$ cat config.mk
export PLATFORM = sky130hd
export DESIGN_NAME = logic_unit_pipe
export DESIGN_NICKNAME = d
export VERILOG_FILES = /design/src/rtl/logic_unit_pipe.sv
export SDC_FILE = /design/constraint.sdc
export NUM_CORES = 1
export LEC_CHECK = 0
export ABC_AREA = 0
export BUFFER_PORTS_ARGS = -buffer_cell sky130_fd_sc_hd__buf_2
export CELL_PAD_IN_SITES_DETAIL_PLACEMENT = 2
export CELL_PAD_IN_SITES_GLOBAL_PLACEMENT = 2
export CORE_MARGIN = 5
export CORE_UTILIZATION = 30
export DETAILED_ROUTE_END_ITERATION = 8
export PLACE_DENSITY = 0.89
export SLEW_MARGIN = 40
export SYNTH_ARGS = -nofsm -noshare
export SYNTH_HDL_FRONTEND = slang
export SYNTH_SLANG_ARGS = --single-unit
$ cat constraint.sdc
create_clock -name clk -period 3.2 [get_ports clk]
set_input_delay 0.48 -clock clk [delete_from_list [all_inputs] [get_ports clk]]
set_output_delay 0.48 -clock clk [all_outputs]
set_load 0.1 [all_outputs]
$ cat src/rtl/logic_unit_pipe.sv
// logic_unit_pipe
//   Registered WIDTH-bit bitwise logic unit (AND/OR/XOR/NAND) with a
//   single-entry output register and valid/ready handshakes on both sides.
//   The unit sustains one operation per cycle. It also counts accepted
//   transactions.
//
// Ports
//   clk        rising-edge clock
//   rst        synchronous reset, active-high
//   in_valid   a/b/op valid this cycle
//   in_ready   block can accept this cycle
//   a, b       WIDTH-bit operands
//   op         00 AND, 01 OR, 10 XOR, 11 NAND
//   out_valid  out/out_zero hold a result
//   out_ready  consumer takes the result this cycle
//   out        registered result
//   out_zero   registered flag, result == 0
//   count      accepted inputs since reset (wraps)
module logic_unit_pipe #(
    parameter int WIDTH     = 8,
    parameter int CNT_WIDTH = 16
) (
    input  logic                 clk,
    input  logic                 rst,
    input  logic                 in_valid,
    output logic                 in_ready,
    input  logic [WIDTH-1:0]     a,
    input  logic [WIDTH-1:0]     b,
    input  logic [1:0]           op,
    output logic                 out_valid,
    input  logic                 out_ready,
    output logic [WIDTH-1:0]     out,
    output logic                 out_zero,
    output logic [CNT_WIDTH-1:0] count
);

    localparam logic [0:0] EMPTY = 1'b0;
    localparam logic [0:0] FULL  = 1'b1;

    logic [0:0]       state;
    logic [0:0]       state_nxt;
    logic [WIDTH-1:0] res;
    logic             accept;
    logic             take;

    assign out_valid = (state == FULL);
    // A full register frees up in the same cycle that the consumer drains it.
    assign in_ready  = !out_valid || out_ready;
    assign accept    = in_valid && in_ready;
    assign take      = out_valid && out_ready;

    always_comb begin
        res = '0;
        case (op)
            2'b00:   res = a & b;
            2'b01:   res = a | b;
            2'b10:   res = a ^ b;
            default: res = ~(a & b);
        endcase
    end

    always_comb begin
        state_nxt = state;
        case (state)
            EMPTY: if (accept) state_nxt = FULL;
            default: begin
                if (take && !accept) state_nxt = EMPTY;
            end
        endcase
    end

    always_ff @(posedge clk) begin
        if (rst) begin
            state    <= EMPTY;
            out      <= '0;
            out_zero <= 1'b0;
            count    <= '0;
        end else begin
            state <= state_nxt;
            // When the register drains without a refill, out/out_zero keep their last value.
            if (accept) begin
                out      <= res;
                out_zero <= (res == '0);
                count    <= count + CNT_WIDTH'(1);
            end
        end
    end

endmodule

==> out/metrics.cfg <==
[run_status]
status=completed

[setup_path]
critPathMaxStageDelay_ps=430
worstPathRequired_ps=3400
critPathSlowestCell=and2_1
timing.rr.start=out_valid
cp.arrival_ps=2120
cp_cell_sequence=nand2b_2 > and2_1 > nand3_1 > or2_4 > or3_1 > a21oi_1
worstSetupStartpoint=out_valid
crit_type=flop to flop
start_kind=flop
worst-path-max-fanout=13
crit_path_end_kind=flop

[synth]
syn_area_sq_um=1640
synth_xor_xnor_area_share=0.0375
synthMuxAreaShare=0
synthCells=216
yosys_warnings=0
postSynthAreaPerCell_sq_um=7.57
synth_top_cell_by_area=dfxtp_1
synth_top_family_by_area=simple AND/OR/NAND/NOR gates
synthArstFlopShare=0
synthAdderAreaFrac=0.130
synthDominantCellAreaShare=0.318
synth_simple_gate_area_share=0.254
synth_area_leaders=dfxtp_1 32%, ha_1 13%, a21oi_1 6.1%, nand2_1 5.7%, o21ai_0 5.5%
post_synth_num_cell_types=27
synth_seq_area_share=0.318
synthFlopType=dfxtp_1
syn-num-nets=255
synth_edf_count=0
synth-compound-area-share=0.173
synth-seq-cells=26

[clocking]
cts_tree=yes
cts_resized=0
cts_buffer_depth=2
ctsHoldBuffers=0
clk_pin_slew_ps=90
cts_sinks=26
cts_max_level=1
cts_root_buffer=clkbuf_8
insertion_delay_ps=270
cts_setup_buffers=0
cts_buffers=3

[detailed_routing]
drtIter0Drc=63
dr_total_vias=1633
via_per_inst=4.96
dr.pass1.iters=4
ant_nets=0
wl_mm=4.81
drc_errors=0
wire_per_inst_microns=14.6

[worst_hold_path]
hp-class=flop to flop
hp-start=out[6]

[run]
maxCapViolCount=0

[finish]
fillCellCount=631
antennaDiodeCount=0
nets=299
area_growth_syn_to_layout_pct=20.0
drive_above_1_share=0.208

[die]
start_util=0.314
core_area_sq_um=5200
row_count=26
io_pins=49
die_h_microns=83.8
fp.dieW_microns=83.8
die_area_sq_um=7030

[place]
hpwlAfterDp_mm=3.84
place_congestion=0.712
portBuffers=48

[global_routing]
grt_pass1_wl_mm=8.18
grt_use_total=0.137
first_global_vias=1797
antenna_found_initial=0
grt_max_degree=30
globalRoute.totalOverflow=0

[sta]
hold_slack_ps=466
setup_viol=0
period_minus_slack_ps=1910
maxSlewHeadroom=0.667
hold_viol_final=0
fin_setup_tns_ps=0
drv_slew=0
finalCritPeriodShare=0.598
rsz0062_at_grt=false
clock-skew-final_ps=7.08
fmax_mhz=522
tightest_slew_ps=499

[power]
p_leak_nw=0.905
power_density_nw_per_um2=394
ir_worst_vdd_mv=0.148

-- Yosys cell counts (3+ instances only) --
cell type and n:
nand4_1 6, nand3_1 4, or3_1 8, buf_2 4
inv_1 23, xor2_1 5, nand2_1 25, a311oi_1 4
ha_1 17, o211ai_1 3, clkbuf_1 3, o31ai_1 3
dfxtp_1 26, o21ai_0 18, nor3_1 8, nor2b_1 11
nor2_1 16, a21oi_1 20
-- report_power, final --
part	leakage (nW)	switching, W	internal (W)
combinational	0.664	0.000165	0.0000533
clock	0.0288	0.000103	0.000110
sequential	0.212	0.00000803	0.000335
total	0.905	0.000275	0.000499
-- sequential cells by signal (all words and copies together), names as in the netlist --
register,flops
count,16
out,8
out_valid,1
out_zero,1
-- final timing paths --
kind / to / slack, ps / cells after the start
max reg2reg: count[12] / 1290 / 6
min: out[6] / 470 / 2
min reg2reg: out[6] / 470 / 2
max: count[12] / 1290 / 6
-- critical path, delay by kind of cell, from the launching register on --
kind | cells | cell delay [ps]
DFF | 1 | 330
and+or+nand+nor | 5 | 1390
AOI/OAI and AO/OA | 1 | 140
-- cell type report --
cell class                 instances  area [sq um]  area share
tap                               70          87.6      0.0446
multi-input combinational        158           972       0.496
inverter                          23          86.3      0.0440
timing repair buffer              48           240       0.122
clock buffer                       4          55.1      0.0281
sequential                        26           520       0.265
-- logic make-up after synthesis --
| kind of cell | after synthesis |
|---|---|
| buffers and inverters | 32 |
| XOR/XNOR | 7 |
| flip-flops | 26 |
| adder cells (fa/ha/maj) | 17 |
| AO/OA/AOI/OAI | 50 |
| AND/OR/NAND/NOR | 84 |
-- layout by cell type (no fill, tap or decap) --
cell	synthesis	final
nand3_1	4	4
o31ai_1	3	3
ha_1	17	17
or2_4	1	1
o22ai_1	2	2
nor3_1	8	8
nor2_1	16	16
buf_2	4	48
xor2_1	5	5
a21oi_1	20	20
xnor2_1	2	2
o211ai_1	3	3
nand2_1	25	25
or2_1	1	1
nand2b_2	1	1
clkbuf_8	1	4
nor2b_1	11	11
o21ai_0	18	18
inv_1	23	23
and4_1	1	1
and2_1	2	2
a311oi_1	4	4
dfxtp_1	26	26
nand4_1	6	6
or3_1	8	8
-- per-stage QoR --
stage / cells / power [W] / utilization / setup slack, ps / cell area [sq um]
2_1_floorplan: 216 / 0.000521 / - / 692 / 1640
3_3_place_gp: 325 / 0.000563 / 0.366 / 1080 / 1910
3_5_place_dp: 325 / 0.000573 / 0.366 / 979 / 1910
4_1_cts: 329 / 0.000784 / 0.377 / 1260 / 1960
5_1_grt: 329 / 0.000818 / 0.377 / 1120 / 1960
6_report: 329 / 0.000774 / 0.377 / 1290 / 1960
-- layer usage --
metal  vias up  wire [microns]  track usage
met5         -               0            0
met1       786            2150        0.162
met4         0              36       0.0263
met3         4             184       0.0237
li1        811               -            -
met2        32            2440        0.257
Power figures use the tool's default switching activity.
